==> config.mk <==
export PLATFORM = sky130hd
export DESIGN_NAME = trap_csr_seq
export DESIGN_NICKNAME = d
export VERILOG_FILES = /design/src/rtl/trap_csr_seq.sv
export SDC_FILE = /design/constraint.sdc
export NUM_CORES = 1
export LEC_CHECK = 0
export CORE_AREA = 2 2 121 123
export CTS_CLUSTER_SIZE = 10
export DETAILED_ROUTE_END_ITERATION = 10
export DIE_AREA = 0 0 123 125
export GPL_ROUTABILITY_DRIVEN = 0
export PLACE_DENSITY = 0.86
export SLEW_MARGIN = 15
export SYNTH_ARGS = -nofsm -noshare
export SYNTH_HDL_FRONTEND = slang
export SYNTH_SLANG_ARGS = --single-unit
==> constraint.sdc <==
create_clock -name clk -period 11.3 [get_ports clk]
set_input_delay 2.26 -clock clk [delete_from_list [all_inputs] [get_ports clk]]
set_output_delay 2.26 -clock clk [all_outputs]
set_load 0.01 [all_outputs]
==> src/rtl/trap_csr_seq.sv <==
// Trap entry / mret sequencer that owns the CSR write port while a trap or return is in flight.
// Optional feature macro: TRAP_MTVAL_EN adds the mtval write state.
module trap_csr_seq (
  input  logic        clk,
  input  logic        rst,
  input  logic        trap_req,
  input  logic [31:0] trap_cause,
  input  logic [31:0] trap_pc,
  input  logic [31:0] trap_tval,
  input  logic        mret_req,
  output logic        trap_ack,
  output logic        busy,
  input  logic [11:0] pipe_csr_addr_r,
  output logic [31:0] pipe_csr_data_r,
  input  logic        pipe_csr_we,
  input  logic [11:0] pipe_csr_addr_w,
  input  logic [31:0] pipe_csr_data_w,
  output logic [11:0] csr_addr_r,
  input  logic [31:0] csr_data_r,
  output logic        csr_we,
  output logic [11:0] csr_addr_w,
  output logic [31:0] csr_data_w,
  output logic        redirect_valid,
  output logic [31:0] redirect_pc
);

  localparam int unsigned XLEN = 32;
  localparam int unsigned AW   = 12;

  localparam logic [AW-1:0] CSR_MSTATUS = AW'(12'h300);
  localparam logic [AW-1:0] CSR_MTVEC   = AW'(12'h305);
  localparam logic [AW-1:0] CSR_MEPC    = AW'(12'h341);
  localparam logic [AW-1:0] CSR_MCAUSE  = AW'(12'h342);
`ifdef TRAP_MTVAL_EN
  localparam logic [AW-1:0] CSR_MTVAL   = AW'(12'h343);
`endif

  typedef enum logic [2:0] {
    IDLE     = 3'd0,
    W_EPC    = 3'd1,
    W_CAUSE  = 3'd2,
`ifdef TRAP_MTVAL_EN
    W_TVAL   = 3'd3,
`endif
    W_STATUS = 3'd4,
    M_STATUS = 3'd5,
    REDIRECT = 3'd6
  } state_t;

  state_t          state;
  logic            is_mret;
  logic [XLEN-1:0] cause_q;
  logic [XLEN-1:0] pc_q;
`ifdef TRAP_MTVAL_EN
  logic [XLEN-1:0] tval_q;
`else
  logic            unused_tval;
  assign unused_tval = ^trap_tval;
`endif

  // Sequencer state, latched trap operands, and the registered busy/redirect flags
  always_ff @(posedge clk) begin
    if (rst) begin
      state          <= IDLE;
      is_mret        <= 1'b0;
      cause_q        <= '0;
      pc_q           <= '0;
`ifdef TRAP_MTVAL_EN
      tval_q         <= '0;
`endif
      busy           <= 1'b0;
      redirect_valid <= 1'b0;
    end else begin
      case (state)
        IDLE: begin
          if (trap_req) begin
            state   <= W_EPC;
            is_mret <= 1'b0;
            cause_q <= trap_cause;
            pc_q    <= trap_pc;
`ifdef TRAP_MTVAL_EN
            tval_q  <= trap_tval;
`endif
            busy    <= 1'b1;
          end else if (mret_req) begin
            state   <= M_STATUS;
            is_mret <= 1'b1;
            busy    <= 1'b1;
          end
        end
        W_EPC: state <= W_CAUSE;
`ifdef TRAP_MTVAL_EN
        W_CAUSE: state <= W_TVAL;
        W_TVAL:  state <= W_STATUS;
`else
        W_CAUSE: state <= W_STATUS;
`endif
        W_STATUS, M_STATUS: begin
          state          <= REDIRECT;
          redirect_valid <= 1'b1;
        end
        REDIRECT: begin
          state          <= IDLE;
          busy           <= 1'b0;
          redirect_valid <= 1'b0;
        end
        default: begin
          state          <= IDLE;
          busy           <= 1'b0;
          redirect_valid <= 1'b0;
        end
      endcase
    end
  end

  assign trap_ack        = (state == IDLE) && !rst && (trap_req || mret_req);
  assign pipe_csr_data_r = csr_data_r;

  // Trap target: base plus 4*cause for vectored mode on interrupts
  logic [XLEN-1:0] mtvec_base;
  logic [XLEN-1:0] vec_off;
  logic [XLEN-1:0] trap_target;
  assign mtvec_base  = {csr_data_r[XLEN-1:2], 2'b00};
  assign vec_off     = ((csr_data_r[1:0] == 2'b01) && cause_q[XLEN-1])
                       ? {cause_q[XLEN-3:0], 2'b00} : '0;
  assign trap_target = mtvec_base + vec_off;

  logic [XLEN-1:0] status_trap;
  logic [XLEN-1:0] status_mret;
  always_comb begin
    status_trap        = csr_data_r;
    status_trap[7]     = csr_data_r[3];
    status_trap[3]     = 1'b0;
    status_trap[12:11] = 2'b11;
    status_mret        = csr_data_r;
    status_mret[3]     = csr_data_r[7];
    status_mret[7]     = 1'b1;
    status_mret[12:11] = 2'b11;
  end

  // CSR port steering: pipeline pass-through in IDLE, sequencer-owned otherwise
  always_comb begin
    csr_addr_r  = '0;
    csr_we      = 1'b0;
    csr_addr_w  = '0;
    csr_data_w  = '0;
    redirect_pc = '0;
    case (state)
      IDLE: begin
        csr_addr_r = pipe_csr_addr_r;
        csr_we     = pipe_csr_we;
        csr_addr_w = pipe_csr_addr_w;
        csr_data_w = pipe_csr_data_w;
      end
      W_EPC: begin
        csr_we     = !rst;
        csr_addr_w = CSR_MEPC;
        csr_data_w = pc_q;
      end
      W_CAUSE: begin
        csr_we     = !rst;
        csr_addr_w = CSR_MCAUSE;
        csr_data_w = cause_q;
      end
`ifdef TRAP_MTVAL_EN
      W_TVAL: begin
        csr_we     = !rst;
        csr_addr_w = CSR_MTVAL;
        csr_data_w = tval_q;
      end
`endif
      W_STATUS: begin
        csr_addr_r = CSR_MSTATUS;
        csr_we     = !rst;
        csr_addr_w = CSR_MSTATUS;
        csr_data_w = status_trap;
      end
      M_STATUS: begin
        csr_addr_r = CSR_MSTATUS;
        csr_we     = !rst;
        csr_addr_w = CSR_MSTATUS;
        csr_data_w = status_mret;
      end
      REDIRECT: begin
        csr_addr_r  = is_mret ? CSR_MEPC : CSR_MTVEC;
        redirect_pc = is_mret ? {csr_data_r[XLEN-1:2], 2'b00} : trap_target;
      end
      default: begin
        csr_addr_r = '0;
      end
    endcase
  end

endmodule

Yosys cells after proc, flatten, opt, wreduce, memory -nomap -nowiden
Cells that the tools add are included.
{ "classes": {"addsub": 1, "n_reduce_logical": 13, "muxes": 16, "eq_ne": 7, "bitwise": 1} }
{ "ops": {"columns": ["op", "count"], "rows": [
  ["case mux 32 bit (5 select lines)", 1],
  ["2-to-1 mux 32 bit", 3],
  ["case mux 12 bit (4 select lines)", 1],
  ["case mux 12 bit (3 select lines)", 1],
  ["adder 32 bit", 1],
  ["case mux 3 bit (4 select lines)", 1],
  ["== test 3 bit, second input constant", 3],
  ["2-to-1 mux 7 bit", 1],
  ["2-to-1 mux 3 bit", 2],
  ["case mux 1 bit (2 select lines)", 3],
  ["AND reduction 2 bit", 3],
  ["OR reduction 4 bit", 1],
  ["== test 3 x 1 -> 1 bit, second input constant", 1],
  ["== test 3 x 2 -> 1 bit, second input constant", 1],
  ["logical AND 1 bit", 3],
  ["logical NOT 3 bit", 1],
  ["2-to-1 mux 1 bit", 3],
  ["!= test 3 bit, second input constant", 1],
  ["OR reduction 3 bit", 1],
  ["== test 2 x 1 -> 1 bit, second input constant", 1],
  ["nonzero test 2 bit", 1],
  ["OR reduction 2 bit", 1],
  ["logical NOT 1 bit", 1],
  ["logical OR 1 bit", 1],
  ["inverter 1 bit", 1]
]} }
{ "totals": {"reg_bits": 70, "out_inout_bits": 124} }

Depth between registers and ports, before layout
Gate-level depths: netlist of run 1.
{ "logic_depth": {"ltp_word": 6, "mapped_depth": 15, "depth_no_buf": 14} }

Least setup slack after synthesis of run 1
Ideal clock, no wire load.
{ "synth_timing": {"path_type": "input-to-output", "startpoint": "in csr_data_r[0]", "endpoint": "out redirect_pc[31]", "cell_stages": 14, "setup_slack_ns": 3.992, "n_path_buf": 2, "arrival_time_ns": 5.048, "path_cell_list": "nand2_1 nor2_1 clkbuf_1 clkbuf_1 and2_1 ha_1 a21o_1 o21bai_1 a221oi_1 o21ai_1 a31o_4 or4_4 a21o_1 a21oi_2"} }
{ "synth_between": {"elab_chain_len": 6} }
{ "synth_lines": {"columns": ["item", "line_no", "source"], "rows": [
  ["start: declaration", "19", "input logic [31:0] csr_data_r,"],
  ["== test 2 x 1 -> 1 bit", "124", "assign vec_off = ((csr_data_r[1:0] == 2'b01) && cause_q[XLEN-1])"],
  ["logical AND 1 bit", "124", null],
  ["2-to-1 mux 32 bit", "125", "? {cause_q[XLEN-3:0], 2'b00} : '0;"],
  ["adder 32 bit", "126", "assign trap_target = mtvec_base + vec_off;"],
  ["2-to-1 mux 32 bit", "186", "redirect_pc = is_mret ? {csr_data_r[XLEN-1:2], 2'b00} : trap_target;"],
  ["2-to-1 mux 32 bit", "148", "case (state)"],
  ["end: declaration", "24", "output logic [31:0] redirect_pc"]
]} }
Every way passes these cells.

Final worst setup path of run 1
{ "layout_timing": {"startpoint": "in csr_data_r[0]", "endpoint": "out redirect_pc[22]"} }
Same word-level chain as after synthesis.

==> results of run 1 <==
==> layout by cell type, fill, tap and decap left out, types with 5 or more instances in the layout <==
cell               n
clkdlybuf4s50_1  277
nand2_1          182
a21oi_1          135
nor2_1            79
dfxtp_1           67
o21ai_0           52
and2_1            44
mux2i_1           36
ha_1              29
nand3_1           15
a21o_1            13
nor3_1            12
inv_1             11
xor2_1            10
o21a_1             9
xnor2_1            9
clkbuf_16          9
buf_4              9
a22o_1             8
nor2b_1            6
a211oi_1           5
or3_1              5
o31ai_1            5
==> worst max-delay path: stages <==
cell and delay, ns:
clkdlybuf4s50_1 0.52, nand2_1 0.08, nor2_2 0.86, and2_1 0.24, ha_1 0.20, inv_1 0.07
fa_1 0.39, nor2b_1 0.26, o31ai_1 0.14, a21oi_1 0.41, o21ai_1 0.15, nand2_1 0.11
a41oi_1 0.14, or4_1 0.42, nand3_1 0.08, clkdlybuf4s50_1 0.54
==> per-layer routing <==
layer	wire (um)	vias up
met5	0	-
met4	738	0
met3	1800	53
met2	10800	370
met1	9750	3385
li1	-	3464
==> path summary, 6_finish.rpt <==
kind	from	to	slack (ns)
worst max-delay path	csr_data_r[0]	redirect_pc[22]	2.15
worst min-delay path	pc_q[18]$_SDFFE_PP0P_	pc_q[18]$_SDFFE_PP0P_	0.46
worst max register to register	state[1]$_SDFFE_PP0N_	pc_q[4]$_SDFFE_PP0P_	8.31
worst min register to register	pc_q[18]$_SDFFE_PP0P_	pc_q[18]$_SDFFE_PP0P_	0.46
==> power groups by stage <==
stage / Sequential, mW / Combinational, mW / Clock, mW
after floorplan: 0.287 / 0.215 / 0
after global placement: 0.292 / 0.415 / 0
after detailed placement: 0.293 / 0.421 / 0
after CTS: 0.288 / 0.424 / 0.266
after global routing: 0.291 / 0.459 / 0.276
final: 0.289 / 0.423 / 0.264
==> cell families after synthesis <==
| kind of cell | count (synthesis) |
|---|---|
| multiplexers | 36 |
| flip-flops | 70 |
| AND/OR/NAND/NOR | 368 |
| buffers and inverters | 105 |
| adder cells (fa/ha/maj) | 30 |
| AO/OA/AOI/OAI | 263 |
| XOR/XNOR | 19 |
| other | 1 |
==> layout make-up <==
class                      count  area share [%]
timing repair buffer         287            31.9
tap                          184            2.58
clock buffer                  10            2.57
multi-input combinational    718            46.3
inverter                      11           0.463
clock inverter                 6           0.435
sequential                    70            15.8
==> stage by stage <==
stage / total power [mW] / instance area, sq um / util (%) / setup WS [ns] / hold WS (ns)
floorplan: 0.502 / 6050 / - / 3.99 / 0.436
global placement: 0.707 / 8650 / 60.9 / 2.32 / 0.444
detailed placement: 0.714 / 8650 / 60.9 / 2.19 / 0.447
CTS: 0.978 / 8920 / 62.8 / 2.16 / 0.455
global route: 1.03 / 8920 / 62.8 / 1.88 / 0.476
finish: 0.977 / 8920 / 62.8 / 2.15 / 0.458
==> sequential cells by signal (all words and copies together), names as in the netlist <==
name / count
busy: 1
cause_q: 32
is_mret: 1
pc_q: 32
redirect_valid: 1
state: 3
==> impl_metrics.csv, run 1 <==
group,metric,value,unit
grt,met2_usage,48.5,%
worst_setup_path,crit_arrival,6.89,ns
synthesis,syn_area_per_cell,6.77,sq um
pwr,swShare,35.7,%
grt,busiest_layer,"met2",
synthesis,synthXorXnorAreaFrac,2.75,%
grt,antenna_found_initial,0,
pwr,pwr-share-seq,29.5,%
sta,slew_headroom,22.8,%
pwr,p_leak,3.46,nW
synthesis,synth-edff-count,0,
final_layout,drive_above_1_share,3.81,%
sta,worst_pin_slew,1.16,ns
synthesis,synth_top_flop_cell,"dfxtp_1",
place,placed_cells,1270,
synthesis,ys_seq_area_share,23.2,%
pwr,power_density,110,mW/mm^2
synthesis,synth_largest_area_cell,"dfxtp_1",
die,fp.dieArea,0.0154,sq mm
clock_tree,insertion_delay,0.33,ns
clock_tree,cts.path.max_buffers,2,
die,rows,44,
final_layout,diodes,0,
pwr,internal-power,0.627,mW
detailed_routing,drc,0,
synthesis,yosysMostFrequentCell,"nand2_1",
detailed_routing,wl_per_cell,18.0,um
die,die_h,125,um
die,initial_core_util,42.5,%
final_layout,synthToLayoutAreaGrowth,47.6,%
pwr,pwr-share-clk,27.1,%
clock_tree,numClockSinks,70,
hold_path,hold_path_depth,2,
detailed_routing,dr.pass1.iters,6,
clock_tree,root_buffer,"clkbuf_16",
grt,use_met3,4.20,%
synthesis,synth_top_family_by_area,"simple AND/OR/NAND/NOR gates",
worst_setup_path,cp.required,9.04,ns
worst_setup_path,end_kind,"primary output",
clock_tree,cts_buffers,9,
grt,grt_first_pass_wirelength,35500,um
sta,setup_viol,0,
synthesis,muxShareOfSynthArea,5.96,%
synthesis,synth_compound_area_share,25.7,%
grt,grtUsageMet1,38.0,%
clock_tree,cts.htree.levels,3,
grt,overflow,0,
final_layout,fill_cells,1271,
synthesis,synthTopCellsByArea,"dfxtp_1 (23%), nand2_1 (11%), a21oi_1 (11%)",
place,io_buffers,278,
sta,final.min_clock_period,9.15,ns
flow_run,max-cap-violations,0,
worst_setup_path,critical_path_class,"in -> out",
detailed_routing,antenna_left,0,
synthesis,yosys_warnings,0,
run_status,status,"complete, no violations",
place,dp_hpwl,16700,um
detailed_routing,drt_iter0_markers,651,
sta,max_freq,0.109,GHz
clock_tree,ctsResizeCount,0,
synthesis,synth-seq-cells,70,
clock_tree,cts_tree,"yes",
pwr,ir_worst_vdd,69.1,uV
synthesis,synth.cell_area,0.00604,sq mm
die,die_x,123,um
sta,slew_viol_final,0,
clock_tree,post_cts_buffers,0,
grt,grt_pass1_vias,6914,
pwr,pwr-share-comb,43.4,%
sta,finClkSkew,0.00506,ns
final_layout,regArea,0.00141,sq mm
grt,grt_max_degree,74,
synthesis,synthAdderAreaFrac,6.34,%
clock_tree,postCtsHoldBufs,0,
final_layout,fin_nets,1316,
synthesis,synth_cells,892,
detailed_routing,drt_wl_total,23100,um
clock_tree,clkTransAtPathRegs,0.06,ns
synthesis,yosys.area_share.simple,27.0,%
synthesis,ys_types,58,
die,pin_count,313,
synthesis,synth_top_area_share,23.2,%
sta,rsz0062_at_grt,"false",
sta,hold_viol_final,0,
synthesis,ys_async_sr_fraction,0,%
sta,finalCritPeriodShare,81.0,%
final_layout,layout.cells.non_filler,1286,
sta,tns,0,ns
final_layout,multi_input_area,0.00413,sq mm
worst_setup_path,critPathMaxFanout,31,
pwr,switching_power,0.349,mW
worst_setup_path,startpoint_type,"input pin",
detailed_routing,num_vias,7272,
worst_setup_path,ff2ff_path_depth,6,
die,core_area,0.0142,sq mm
grt,grt.total_usage,29.2,%
hold_path,min_path_type,"reg -> reg",
detailed_routing,routed_via_density,5.65,
synthesis,synthTopCellsByCount,"nand2_1 (183), a21oi_1 (135), nor2_1 (81), dfxtp_1 (70), o21ai_0 (52)",
(Power assumes the default switching activity.)
==> run 2, diff against run 1 <==
--- a/config.mk
+++ b/config.mk
@@ -5,12 +5,11 @@
 export SDC_FILE = /design/constraint.sdc
 export NUM_CORES = 1
 export LEC_CHECK = 0
-export CORE_AREA = 2 2 121 123
+export CORE_UTILIZATION = 41
 export CTS_CLUSTER_SIZE = 10
 export DETAILED_ROUTE_END_ITERATION = 10
-export DIE_AREA = 0 0 123 125
 export GPL_ROUTABILITY_DRIVEN = 0
-export PLACE_DENSITY = 0.86
+export PLACE_DENSITY = 0.83
 export SLEW_MARGIN = 15
 export SYNTH_ARGS = -nofsm -noshare
 export SYNTH_HDL_FRONTEND = slang
==> constraint.sdc (replaced) <==
create_clock -name clk -period 8.7 [get_ports clk]
set_input_delay 1.74 -clock clk [delete_from_list [all_inputs] [get_ports clk]]
set_output_delay 1.74 -clock clk [all_outputs]
set_load 0.01 [all_outputs]
==> impl_metrics.csv, run 2 (synthesis gave the netlist of run 1 again) <==
group,metric,value,unit
pwr,power_density,146,mW/mm^2
sta,final.min_clock_period,7.54,ns
sta,max_freq,0.133,GHz
clock_tree,post_cts_buffers,0,
clock_tree,cts_buffers,9,
clock_tree,cts.path.max_buffers,2,
worst_setup_path,critPathMaxFanout,31,
run_status,status,"complete, no violations",
worst_setup_path,startpoint_type,"input pin",
detailed_routing,drt_wl_total,22500,um
worst_setup_path,critical_path_class,"in -> out",
clock_tree,ctsResizeCount,0,
pwr,p_leak,3.49,nW
final_layout,mostFrequentLayoutCells,"clkdlybuf4s50_1 (277), nand2_1 (182), a21oi_1 (135), nor2_1 (79), dfxtp_1 (67)",
detailed_routing,routed_via_density,5.55,
flow_run,max-cap-violations,0,
final_layout,fin_nets,1317,
sta,setup_viol,0,
worst_setup_path,end_kind,"primary output",
grt,grt_pass1_vias,6609,
grt,overflow,0,
sta,worst_pin_slew,0.890,ns
clock_tree,clkTransAtPathRegs,0.06,ns
grt,grt_first_pass_wirelength,34400,um
die,pin_count,313,
grt,grt_max_degree,65,
die,die_x,123,um
sta,rsz0062_at_grt,"false",
sta,whs,0.449,ns
sta,finClkSkew,0.00600,ns
sta,slew_viol_final,0,
sta,slew_headroom,40.4,%
die,rows,43,
worst_setup_path,cp.required,6.96,ns
detailed_routing,dr.pass1.iters,5,
final_layout,largest_registers,"cause_q (32), pc_q (32), state (3)",
clock_tree,insertion_delay,0.34,ns
final_layout,finish.utilization,63.4,%
die,core_area,0.0141,sq mm
final_layout,layout_commonest_cell,"clkdlybuf4s50_1",
clock_tree,postCtsHoldBufs,0,
clock_tree,cts.htree.levels,3,
die,initial_core_util,42.7,%
final_layout,drive_above_1_share,3.99,%
place,io_buffers,278,
final_layout,fill_cells,1262,
detailed_routing,drc,0,
pwr,power,1.31,mW
detailed_routing,wl_per_cell,17.5,um
sta,tns,0,ns
detailed_routing,num_vias,7132,
final_layout,synthToLayoutAreaGrowth,48.5,%
detailed_routing,drt_iter0_markers,619,
grt,grt.total_usage,29.5,%
die,die_h,123,um
grt,antenna_found_initial,2,
sta,hold_viol_final,0,
hold_path,min_path_type,"reg -> reg",
clock_tree,root_buffer,"clkbuf_16",
detailed_routing,antenna_left,0,
pwr,ir_worst_vdd,97.5,uV
die,fp.dieArea,0.0152,sq mm
worst_setup_path,crit_arrival,5.80,ns
clock_tree,cts_tree,"yes",
clock_tree,numClockSinks,70,
sta,finalCritPeriodShare,86.7,%
place,dp_hpwl,16600,um
==> run 2: metal layers <==
layer,GRT usage [%],vias up,part of all wire [%]
met5,0,-,0.058
met4,12.4,2,2.6
met1,39.0,3270,44
met3,5.40,47,7.8
li1,-,3462,-
met2,46.8,351,46
==> run 2: worst paths after layout <==
kind | startpoint | to | slack (ns) | depth (start not counted)
hold reg to reg | busy$_SDFFE_PP0P_ | busy$_SDFFE_PP0P_ | 0.45 | 2
setup reg to reg | state[1]$_SDFFE_PP0N_ | cause_q[11]$_SDFFE_PP0P_ | 6.03 | 6
hold / removal | busy$_SDFFE_PP0P_ | busy$_SDFFE_PP0P_ | 0.45 | 2
setup / recovery | csr_data_r[0] | redirect_pc[22] | 1.16 | 17
==> run 2: report_power, final <==
| part | leakage (nW) | total, mW | internal [mW] | switching [mW] |
|---|---|---|---|---|
| sequential | 0.574 | 0.380 | 0.353 | 0.0271 |
| combinational | 2.77 | 0.546 | 0.271 | 0.275 |
| clock | 0.144 | 0.387 | 0.237 | 0.149 |
==> run 2: cell type report <==
class                           count  area, sq um  share of cell area [%]
Antenna cell                        1         2.50                  0.0279
Clock buffer                       11          253                    2.82
Clock inverter                      5         57.6                   0.642
Inverter                           11         41.3                   0.460
Multi-Input combinational cell    718         4130                    46.1
Sequential cell                    70         1410                    15.7
Tap cell                          180          225                    2.51
Timing Repair Buffer              288         2850                    31.8
==> run 2: metrics by stage <==
step           setup WS (ns)  instances  instance area, sq um
2_1_floorplan           2.43        893                  6050
3_3_place_gp            1.30       1267                  8650
3_5_place_dp            1.27       1267                  8650
4_1_cts                 1.24       1283                  8960
5_1_grt                0.856       1283                  8970
6_report                1.16       1284                  8970
==> run 2: worst max-delay path, stage by stage <==
cell,delay [ns]
clkdlybuf4s50_1,0.54
nand2_1,0.09
nor2_2,0.07
buf_4,0.30
and2_1,0.18
ha_1,0.18
inv_1,0.07
fa_1,0.40
nor2b_1,0.26
o31ai_1,0.13
a21oi_1,0.40
o21ai_1,0.14
nand2_1,0.11
a41oi_1,0.14
or4_1,0.41
nand3_1,0.09
clkdlybuf4s50_1,0.53
==> run 3, diff against run 2 <==
--- a/config.mk
+++ b/config.mk
@@ -5,6 +5,8 @@
 export SDC_FILE = /design/constraint.sdc
 export NUM_CORES = 1
 export LEC_CHECK = 0
+export CAP_MARGIN = 30
+export CORE_ASPECT_RATIO = 0.8
 export CORE_UTILIZATION = 41
 export CTS_CLUSTER_SIZE = 10
 export DETAILED_ROUTE_END_ITERATION = 10
==> impl_metrics.csv, run 3 (synthesis gave the netlist of run 1 again) <==
group,metric,value,unit
detailed_routing,drt_wl_total,23000,um
worst_setup_path,worstPathBufferInverterCount,2,
worst_setup_path,worstPathCellList,"clkdlybuf4s50_1, nand2_1, nor2_2, and2_1, ha_1, a21o_1, a21oi_1, o21ai_0, a221o_1, a41oi_1, o31ai_1, xor2_1, a22o_1, clkdlybuf4s50_1",
final_layout,fin_nets,1317,
clock_tree,cts.htree.levels,3,
sta,slew_viol_final,0,
die,die_h,111,um
final_layout,multi_input_area,0.00413,sq mm
grt,grt_pass1_vias,6652,
detailed_routing,routed_via_density,5.60,
clock_tree,numClockSinks,70,
clock_tree,cts_buffers,9,
detailed_routing,dr.pass1.iters,5,
worst_setup_path,crit_path_frequent_cell,"clkdlybuf4s50_1",
detailed_routing,num_vias,7209,
final_layout,layout_commonest_cell,"clkdlybuf4s50_1",
final_layout,regArea,0.00141,sq mm
clock_tree,cts_tree,"yes",
clock_tree,root_buffer,"clkbuf_16",
grt,antenna_found_initial,0,
die,pin_count,313,
clock_tree,ctsResizeCount,0,
final_layout,largest_registers,"cause_q (32), pc_q (32), state (3)",
clock_tree,postCtsHoldBufs,0,
pwr,power,1.34,mW
grt,overflow,0,
pwr,p_leak,3.50,nW
detailed_routing,drc,0,
sta,slew_headroom,34.6,%
flow_run,max-cap-violations,0,
worst_setup_path,crit_arrival,6.01,ns
worst_setup_path,startpoint_type,"input pin",
worst_setup_path,cp_top_family,"compound AO/OA/AOI/OAI gates",
place,io_buffers,278,
grt,grt.total_usage,29.9,%
worst_setup_path,end_kind,"primary output",
clock_tree,post_cts_buffers,0,
worst_setup_path,critical_path_class,"in -> out",
grt,grt_max_degree,74,
die,fp.dieArea,0.0152,sq mm
pwr,power_density,149,mW/mm^2
worst_setup_path,slowest_delay,0.57,ns
sta,finClkSkew,0.00545,ns
sta,finalCritPeriodShare,89.1,%
detailed_routing,antenna_left,0,
sta,final.min_clock_period,7.75,ns
final_layout,diodes,0,
die,die_x,138,um
die,rows,39,
sta,worst_pin_slew,0.978,ns
final_layout,drive_above_1_share,3.99,%
sta,max_freq,0.129,GHz
run_status,status,"complete, no violations",
worst_setup_path,critPathMaxFanout,17,
clock_tree,clkTransAtPathRegs,0.06,ns
clock_tree,cts.path.max_buffers,2,
grt,grt_first_pass_wirelength,35200,um
die,core_area,0.0143,sq mm
pwr,ir_worst_vdd,107,uV
place,dp_hpwl,17000,um
final_layout,fill_cells,1335,
hold_path,min_path_type,"reg -> reg",
detailed_routing,drt_iter0_markers,580,
sta,setup_viol,0,
worst_setup_path,cp.required,6.96,ns
sta,rsz0062_at_grt,"false",
worst_setup_path,critPathSlowestCell,"a41oi_1",
die,initial_core_util,42.1,%
sta,hold_viol_final,0,
final_layout,synthToLayoutAreaGrowth,48.6,%
clock_tree,insertion_delay,0.34,ns
detailed_routing,wl_per_cell,17.9,um
sta,tns,0,ns
final_layout,mostFrequentLayoutCells,"clkdlybuf4s50_1 (277), nand2_1 (182), a21oi_1 (135), nor2_1 (79), dfxtp_1 (67)",
==> run 3: cell count changes in the layout (fill, tap and decap cells not counted), sizes merged <==
cell	delta
bufinv	+1
diode	-1
inv	+1
clkbuf	-2
clkinvlp	-3
clkinv	+3
==> run 3: final timing paths <==
| kind | from | slack [ns] | end | depth (start not counted) |
|---|---|---|---|---|
| worst max-delay path | csr_data_r[0] | 0.95 | redirect_pc[25] | 14 |
| worst min-delay path | pc_q[26]$_SDFFE_PP0P_ | 0.46 | pc_q[26]$_SDFFE_PP0P_ | 2 |
| worst max register to register | state[2]$_SDFFE_PP0N_ | 5.93 | cause_q[16]$_SDFFE_PP0P_ | 5 |
| worst min register to register | pc_q[26]$_SDFFE_PP0P_ | 0.46 | pc_q[26]$_SDFFE_PP0P_ | 2 |
==> run 3: final cells by class <==
| cell class | count | share of cell area, % |
|---|---|---|
| clock inverters | 7 | 1.07 |
| clock buffers | 9 | 2.51 |
| multi-input cells | 718 | 45.9 |
| inverters | 11 | 0.460 |
| flip-flops and latches | 70 | 15.6 |
| repair buffers | 288 | 31.8 |
| well taps | 184 | 2.56 |
==> run 3: stage by stage <==
step / setup WS (ns) / area [sq um] / cells / hold slack (ns) / utilization (%)
global route: 0.711 / 8980 / 1287 / 0.466 / 62.6
detailed placement: 0.995 / 8660 / 1271 / 0.448 / 60.4
finish: 0.949 / 8980 / 1287 / 0.457 / 62.6
floorplan: 2.43 / 6050 / 893 / 0.436 / -
CTS: 0.985 / 8980 / 1287 / 0.456 / 62.6
global placement: 1.09 / 8650 / 1270 / 0.442 / 60.3
==> run 3: where the power goes <==
| group | internal (mW) | switching (mW) |
|---|---|---|
| Clock | 0.252 | 0.153 |
| Sequential | 0.352 | 0.0361 |
| Combinational | 0.272 | 0.270 |
==> run 3: metal layers <==
layer | GRT usage [%] | wire, um
met1 | 41.9 | 10200
met3 | 5.14 | 2090
met2 | 46.5 | 10200
met4 | 8.77 | 483
met5 | 0 | 0
==> run 3: tightest hold or removal path: stages, from the launching register on <==
cell and delay [ns]:
dfxtp_1 0.31, nand2_1 0.05, a21oi_1 0.05
